[src/rtl/bcd_display_scan_pkg.sv]
// Shared constants for the 7-segment display blocks: active-low segment codes
// ordered {g,f,e,d,c,b,a}, plus the slot phase type used by the scanner.
package bcd_display_scan_pkg;

    localparam logic [6:0] SEG_0    = 7'h40;
    localparam logic [6:0] SEG_1    = 7'h79;
    localparam logic [6:0] SEG_2    = 7'h24;
    localparam logic [6:0] SEG_3    = 7'h30;
    localparam logic [6:0] SEG_4    = 7'h19;
    localparam logic [6:0] SEG_5    = 7'h12;
    localparam logic [6:0] SEG_6    = 7'h02;
    localparam logic [6:0] SEG_7    = 7'h78;
    localparam logic [6:0] SEG_8    = 7'h00;
    localparam logic [6:0] SEG_9    = 7'h10;
    localparam logic [6:0] SEG_DASH = 7'h3F;
    localparam logic [6:0] SEG_OFF  = 7'h7F;

    typedef enum logic {
        PHASE_DEAD,
        PHASE_LIT
    } phase_e;

endpackage

[src/rtl/bcd_display_scan_bcd_to_seg7.sv]
// Combinational BCD to active-low 7-segment decoder. Non-decimal codes A-F
// show a dash so corrupted counter values are visible rather than silent.
module bcd_to_seg7
    import bcd_display_scan_pkg::*;
(
    input  logic [3:0] bcd_i,
    output logic [6:0] seg_o
);

    always_comb begin
        seg_o = SEG_DASH;
        case (bcd_i)
            4'd0:    seg_o = SEG_0;
            4'd1:    seg_o = SEG_1;
            4'd2:    seg_o = SEG_2;
            4'd3:    seg_o = SEG_3;
            4'd4:    seg_o = SEG_4;
            4'd5:    seg_o = SEG_5;
            4'd6:    seg_o = SEG_6;
            4'd7:    seg_o = SEG_7;
            4'd8:    seg_o = SEG_8;
            4'd9:    seg_o = SEG_9;
            default: seg_o = SEG_DASH;
        endcase
    end

endmodule

[src/rtl/bcd_display_scan.sv]
// Time-multiplexed 7-segment scanner: per-frame snapshot of the BCD digits,
// dead-time at the start of each slot, leading-zero blanking, registered outputs.
module bcd_display_scan
    import bcd_display_scan_pkg::*;
#(
    parameter int NUM_DIGITS   = 4,
    parameter int REFRESH_DIV  = 50000,
    parameter int BLANK_CYCLES = 500,
    parameter int LZ_BLANK     = 1
)
(
    input  logic                    clk,
    input  logic                    reset,
    input  logic [4*NUM_DIGITS-1:0] digits_in,
    input  logic [NUM_DIGITS-1:0]   dp_in,
    output logic [6:0]              seg,
    output logic                    dp,
    output logic [NUM_DIGITS-1:0]   an,
    output logic                    frame_done
);

    localparam int CW = (REFRESH_DIV > 1) ? $clog2(REFRESH_DIV) : 1;
    localparam int IW = (NUM_DIGITS > 1) ? $clog2(NUM_DIGITS) : 1;
    localparam logic [CW-1:0] SLOT_LAST = CW'(REFRESH_DIV - 1);
    localparam logic [CW-1:0] BLANK_END = CW'(BLANK_CYCLES);
    localparam logic [IW-1:0] IDX_LAST  = IW'(NUM_DIGITS - 1);

    logic [CW-1:0]           slotCnt_q, slotCnt_d;
    logic [IW-1:0]           idx_q, idx_d;
    logic [4*NUM_DIGITS-1:0] shadow_q;
    logic [NUM_DIGITS-1:0]   shadowDp_q;
    logic [NUM_DIGITS-1:0]   an_q, anD;
    logic [6:0]              seg_q, segD;
    logic                    dp_q, dpD;
    logic                    frameDone_q;

    logic                    slotWrap, frameWrap;
    logic [NUM_DIGITS-1:0]   blank;
    logic                    zeroRun;
    logic [3:0]              curDigit;
    logic [6:0]              curSeg;
    phase_e                  phase;

    always_comb begin
        slotWrap  = (slotCnt_q == SLOT_LAST);
        frameWrap = slotWrap && (idx_q == IDX_LAST);
        slotCnt_d = slotWrap ? '0 : slotCnt_q + 1'b1;
        idx_d     = idx_q;
        if (slotWrap) begin
            idx_d = frameWrap ? '0 : idx_q + 1'b1;
        end
    end

    // A digit is blank only while every digit above it is also zero with no dp.
    always_comb begin
        blank   = '0;
        zeroRun = 1'b1;
        for (int i = NUM_DIGITS - 1; i >= 1; i--) begin
            zeroRun  = zeroRun & (shadow_q[4*i +: 4] == 4'd0) & ~shadowDp_q[i];
            blank[i] = zeroRun & (LZ_BLANK != 0);
        end
    end

    assign curDigit = shadow_q[4*idx_q +: 4];

    bcd_to_seg7 uDecode (
        .bcd_i (curDigit),
        .seg_o (curSeg)
    );

    always_comb begin
        phase = PHASE_LIT;
        if ((slotCnt_q < BLANK_END) || blank[idx_q]) begin
            phase = PHASE_DEAD;
        end
        anD  = '1;
        segD = SEG_OFF;
        dpD  = 1'b1;
        if (phase == PHASE_LIT) begin
            anD[idx_q] = 1'b0;
            segD       = curSeg;
            dpD        = ~shadowDp_q[idx_q];
        end
    end

    // The snapshot lands on the same edge the last slot ends, so a new frame
    // always begins in dead-time with consistent data.
    always_ff @(posedge clk or negedge reset) begin
        if (!reset) begin
            slotCnt_q   <= '0;
            idx_q       <= '0;
            shadow_q    <= '0;
            shadowDp_q  <= '0;
            an_q        <= '1;
            seg_q       <= SEG_OFF;
            dp_q        <= 1'b1;
            frameDone_q <= 1'b0;
        end else begin
            slotCnt_q   <= slotCnt_d;
            idx_q       <= idx_d;
            if (frameWrap) begin
                shadow_q   <= digits_in;
                shadowDp_q <= dp_in;
            end
            frameDone_q <= frameWrap;
            an_q        <= anD;
            seg_q       <= segD;
            dp_q        <= dpD;
        end
    end

    assign an         = an_q;
    assign seg        = seg_q;
    assign dp         = dp_q;
    assign frame_done = frameDone_q;

endmodule
[config.mk]
export PLATFORM = sky130hd
export DESIGN_NAME = bcd_display_scan
export DESIGN_NICKNAME = d
export VERILOG_FILES = /design/src/rtl/bcd_display_scan_pkg.sv /design/src/rtl/bcd_display_scan_bcd_to_seg7.sv /design/src/rtl/bcd_display_scan.sv
export SDC_FILE = /design/constraint.sdc
export NUM_CORES = 1
export LEC_CHECK = 0
export CORE_ASPECT_RATIO = 2
export CORE_MARGIN = 5
export CORE_UTILIZATION = 56
export CTS_CLUSTER_SIZE = 8
export DETAILED_ROUTE_END_ITERATION = 12
export DONT_BUFFER_PORTS = 1
export GPL_TIMING_DRIVEN = 0
export PLACE_DENSITY = 0.74
export SYNTH_ARGS = -nofsm -noshare
export SYNTH_HDL_FRONTEND = slang
export SYNTH_SLANG_ARGS = --single-unit
export TNS_END_PERCENT = 20
[constraint.sdc]
create_clock -name clk -period 1.7 [get_ports clk]
set_input_delay 0.34 -clock clk [delete_from_list [all_inputs] [get_ports clk]]
set_output_delay 0.34 -clock clk [all_outputs]
set_load 0.01 [all_outputs]
==> run summary, run 1 <==
worst hold slack = 0.167 ns
setup_tns = -1.81 ns
yosys warns = 0
RSZ-0062 raised after global routing = true
failing checks = negative setup slack
Net count, final = 265
Clock Path Buffers = 2
HP Class = primary input to flop
die width = 56.8 um
post-synthesis instance total = 200
Mapped Area = 2450 sq um
Total Power = 2.14 mW
Worst Setup Start Kind = flop
top post-synthesis cells by count = 39 x dfrtp_1, 19 x mux2_2, 13 x nand3_1, 13 x nor2_1, 12 x dfstp_2
DR vias = 1692
crit share post-route = 109%
sequential cell area = 1300 sq um
CP required = 1.92 ns
CP Launch Point = idx_q[0]
clock root cell = clkbuf_8
Max Clock Skew = 0.0119 ns
Seq cells post-synth = 51
PnR worst setup slack = -0.145 ns
CTS tree = yes
Area Growth Syn to Fin = 24.2%
CP Capture Point = seg[6]
Fillers = 261
final wirelength = 5440 um
Die Area = 5880 sq um
cell row count = 34
top_reg_cell synth = dfrtp_1
IO Pins = 35
Fmax = 0.542 GHz
Arr. time, crit path = 2.07 ns
First DRT Iteration DRCs = 40
r2r endpoint = seg[6]
reg2reg path depth = 7
Async S/R FF share, synth = 100%
Antenna Cells = 0
Util after Layout = 70.9%
Seq/Total Area, Yosys = 52.7%
CP Capture Type = flop
Initial Util = 57.1%
hold-critical path depth = 1
max_slew headroom = 77.9%
Final setup viols = 30
GRT Resource Usage Total = 18.7%
gr ovfl total = 0
clock-pin slew on the worst setup and hold paths = 0.10 ns
Initial DRT Pass Iterations = 4
leading area contributor after synthesis = dfrtp_1
max cap viols = 0
Setup CP Type = flop to flop
initial antenna violation count = 0
Residual DRC = 0
largest net degree at the start of global routing = 52
Placer Congestion = 0.788
H-tree lvl count = 2
post-route ant nets = 0
multi-input combinational cell area = 1200 sq um
Unique masters post-synth = 42
Die H = 104 um
Pwr Density = 703 nW/um^2
post-synth net total = 232
Avg Inst Size Synth = 12.3 sq um
layout cell share with drive strength beyond 1 = 47.9%
Worst Max-Slew Pin Slew = 0.327 ns
wire per inst = 18.9 um
r2r setup slk = -0.14 ns
synth top area cells = dfrtp_1 40%, dfstp_2 13%, mux2_2 8.7%, ha_1 5.1%, mux4_1 4.3%
Num Clock Sinks = 51
core region area = 4300 sq um
vias per inst = 5.88
crit path max fanout = 6
post-synth top area share = 39.8%
Final Max Slew Viols = 0
most frequent cell after synthesis = dfrtp_1
Port-buffer cells = 0
run status = finished, violations left
FF-to-FF Start = idx_q[0]
Post-synth EDFFs = 0
number of buffers created by CTS = 5
clk_lat worst skew = 0.31 ns
Leak Pwr = 1.28 nW
Final Hold Viols = 0
worst-case vdd ir drop = 0.933 mV
Tmin final = 1.84 ns
DP HPWL = 3490 um
vias in the first global route = 1811
global-route wire length before repair = 8760 um
-- kinds of logic (layout without fill, tap and decap cells) --
family / after synthesis / count (layout) / synth area share (%)
and+or+nand+nor: 63 / 63 / 14.3
DFF: 51 / 51 / 52.7
muxes: 25 / 25 / 14.4
AOI/OAI and AO/OA: 22 / 22 / 5.97
buffers and inverters: 18 / 52 / 3.67
xor gates and xnor gates: 11 / 11 / 3.93
adders and majority gates: 10 / 10 / 5.10
-- registers in the layout, indices dropped and copies added, names as in the netlist --
register    flops
shadowDp_q      4
frame_done      1
shadow_q       16
slotCnt_q      16
seg             7
dp              1
an              4
idx_q           2
-- area by class of cell --
| cell class | instances | share of cell area (%) |
|---|---|---|
| sequential | 51 | 42.6 |
| multi-input combinational | 131 | 39.4 |
| timing repair buffer | 29 | 9.78 |
| clock buffer | 5 | 2.26 |
| tap | 54 | 2.22 |
| buffer | 6 | 1.81 |
| inverter | 9 | 1.11 |
| clock inverter | 3 | 0.863 |
-- placed cells by master, fill, tap and decap left out, drive strengths merged --
cell type    count
o21ai            5
nor4bb           1
nor2            13
or4              4
clkbuf           6
o31ai            2
dfrtp           39
mux2            20
or3              1
nand3           14
and4b            1
mux4             5
ha              10
o21a             1
a21oi            5
nor4             2
a211o            1
o211ai           5
xnor2            4
and4             2
dlygate4sd3      1
nand2           10
nor3             3
and3             3
clkinv           1
nor2b            3
or3b             1
nand4b           1
a21o             1
xor2             7
o21ba            1
inv             11
nand4            3
a31oi            1
and2             1
dfstp           12
buf             33
-- layer usage --
metal / routed length, um / global-route usage, % / vias up
met5: 0 / 0 / -
met4: 145 / 6.47 / 0
met3: 183 / 3.86 / 14
met2: 3110 / 34.0 / 48
met1: 2000 / 20.9 / 855
li1: - / - / 775
-- repair_timing --
action	CTS	global route
pin swaps	10	9
setup buffers	15	10
gates resized for setup	26	27
endpoints found under the setup margin	42	36
gates cloned	2	0
endpoints found under the hold margin	51	0
hold buffers	2	0
-- through the flow --
stage          setup slack [ns]  instances  area, sq um
2_1_floorplan           -0.0627        200         2470
3_3_place_gp             -0.165        254         2540
3_5_place_dp             -0.230        254         2540
4_1_cts                  -0.131        279         2870
5_1_grt                  -0.241        288         3050
6_report                 -0.145        288         3050
-- worst min-delay path by stage --
stage	start	to	slack (ns)
after floorplan	reset	frame_done	0.04
after global placement	reset	slotCnt_q[13]	0.05
after detailed placement	reset	slotCnt_q[12]	0.05
after CTS	digits_in[13]	shadow_q[13]	0.16
after global routing	digits_in[15]	shadow_q[15]	0.16
final	digits_in[8]	shadow_q[8]	0.17
-- where the power goes --
part           leakage, nW  total (mW)  switching [mW]  internal, mW
sequential           0.605        1.26          0.0207          1.24
combinational        0.628       0.143          0.0715        0.0715
clock               0.0491       0.738           0.435         0.304
-- worst max-delay path, stage by stage (launching register included) --
cell,delay [ns]
dfrtp_1,0.39
buf_6,0.14
mux4_2,0.53
buf_6,0.14
buf_4,0.15
nor2_1,0.14
a21oi_2,0.05
o211ai_1,0.20
Power figures use the tool's default switching activity.
==> inputs of run 2 (changes only) <==
- CORE_UTILIZATION: 56 -> 60
- PLACE_DENSITY: 0.74 -> 0.76
- clock period: 1.7 -> 2.27 ns (I/O delays scaled with it)
==> run 2 against run 1 <==
The run now ends clean. Design area down 13%. Worst setup slack improved by 0.35 ns. Global-route usage decreased by 0.73 points. Register-to-register slack better by 0.35 ns. Combinational power down 46%. Sequential share of layout area grew 5.9 points. Critical path depth stayed put. Die area down 5.8%. Utilization fell by 5.1 points. Clock-buffer cell count unchanged. Non-clock buffer count down 24.
==> run summary, run 2 (same netlist as run 1, synthesis figures left out) <==
Final Hold Viols = 0
r2r endpoint = shadow_q[14]
most frequent cells in the layout = 39 x dfrtp_1, 19 x mux2_2, 13 x nor2_1, 13 x nand3_1, 12 x dfstp_2
# resized after CTS = 0
IO Pins = 35
crit share post-route = 91.2%
Final Max Slew Viols = 0
Die Area = 5540 sq um
worst hold slack = 0.281 ns
Max Clock Skew = 0.00644 ns
DR vias = 1574
Residual DRC = 0
reg2reg path depth = 7
Setup WS pre-CTS = 0.195 ns
Net count, final = 241
HP Class = primary input to flop
Initial DRT Pass Iterations = 4
CP Capture Type = flop
HP Start = dp_in[2]
Leak Pwr = 1.13 nW
H-tree lvl count = 2
First DRT Iteration DRCs = 9
crit path max fanout = 10
Tmin final = 2.07 ns
wire per inst = 17.1 um
Worst Setup Start Kind = flop
Num Clock Sinks = 51
largest net degree at the start of global routing = 52
hold-critical path depth = 1
number of buffers created by CTS = 5
Hold EP = shadowDp_q[2]
run status = completed
DP HPWL = 3420 um
Post-CTS Setup Repair Bufs = 0
max_slew headroom = 50.1%
clock-pin slew on the worst setup and hold paths = 0.09 ns
clk_lat worst skew = 0.30 ns
Pwr Density = 610 nW/um^2
Fmax = 0.483 GHz
initial antenna violation count = 0
setup_tns = 0 ns
clock root cell = clkbuf_8
Die H = 100 um
Worst Max-Slew Pin Slew = 0.746 ns
sequential cell area = 1290 sq um
Setup CP Type = flop to flop
die width = 55.2 um
max cap viols = 0
Initial Util = 60.6%
FF-to-FF Start = slotCnt_q[0]
hold buffer count at CTS = 2
multi-input combinational cell area = 1070 sq um
vias per inst = 6.01
Antenna Cells = 0
RSZ-0062 raised after global routing = false
global-route wire length before repair = 7820 um
GRT Resource Usage Total = 17.9%
CTS tree = yes
Total Power = 1.62 mW
Port-buffer cells = 0
Clock Path Buffers = 2
Placer Congestion = 0.862
cell row count = 33
Final setup viols = 0
layout cell share with drive strength beyond 1 = 24.3%
leading cell type in the layout, fill and taps excluded = dfrtp_1
PnR worst setup slack = 0.201 ns
gr ovfl total = 0
worst-case vdd ir drop = 0.506 mV
final wirelength = 4480 um
CP required = 2.46 ns
Arr. time, crit path = 2.26 ns
Fillers = 334
Util after Layout = 65.8%
r2r setup slk = 0.20 ns
post-route ant nets = 0
core region area = 4050 sq um
Area Growth Syn to Fin = 8.57%
vias in the first global route = 1707
-- run 2: cell types whose count changed in the layout (fill, tap and decap cells not counted), moves of 3 or more --
| cell | delta |
|---|---|
| a21oi_1 | +3 |
| a21oi_2 | -3 |
| buf_4 | -19 |
| buf_6 | -4 |
| clkbuf_1 | +3 |
| dfrtp_1 | +4 |
| dfrtp_2 | -4 |
| ha_1 | +6 |
| ha_2 | -3 |
| ha_4 | -3 |
| inv_1 | +3 |
| inv_2 | -3 |
| mux4_1 | +3 |
| mux4_2 | -3 |
-- run 2: worst max path at each step --
stage                 startpoint             to  slack (ns)  depth (start not counted)
global route            idx_q[0]         seg[4]        0.02                          8
floorplan           slotCnt_q[0]  shadowDp_q[0]        0.41                          7
detailed placement  slotCnt_q[0]   shadow_q[11]        0.19                          7
global placement    slotCnt_q[0]  shadowDp_q[0]        0.26                          7
finish              slotCnt_q[0]   shadow_q[14]        0.20                          7
CTS                 slotCnt_q[0]   shadow_q[11]        0.18                          7
-- run 2: metal layers --
metal	up-vias	track usage, %	wire (um)
met3	13	5.28	204
met4	0	9.36	138
met5	-	0	0
li1	729	-	-
met1	791	17.7	1540
met2	41	33.0	2600
-- run 2: report_power, final --
group          total [mW]  leakage [nW]  switching (mW)  internal (mW)
Combinational      0.0779         0.461          0.0414         0.0365
Sequential          0.941         0.610          0.0140          0.927
Clock               0.604        0.0556           0.282          0.323
-- run 2: layout make-up --
class / count / area share (%)
inverters: 9 / 1.27
clock inverters: 3 / 1.46
plain buffers: 9 / 2.11
multi-input cells: 131 / 40.2
clock buffers: 5 / 2.58
repair buffers: 2 / 1.41
flip-flops and latches: 51 / 48.5
well taps: 52 / 2.44
-- run 2: through the flow --
| step | cells | cell area [sq um] |
|---|---|---|
| global route | 262 | 2660 |
| floorplan | 200 | 2450 |
| global placement | 252 | 2520 |
| finish | 262 | 2660 |
| detailed placement | 252 | 2520 |
| CTS | 262 | 2660 |
-- run 2: worst max-delay path: stages, from the launching register on --
cell and delay (ns):
dfrtp_1 0.43, ha_1 0.24, and3_1 0.24, and4_1 0.18, buf_2 0.16, nand2_2 0.10, buf_2 0.26, mux2_2 0.37
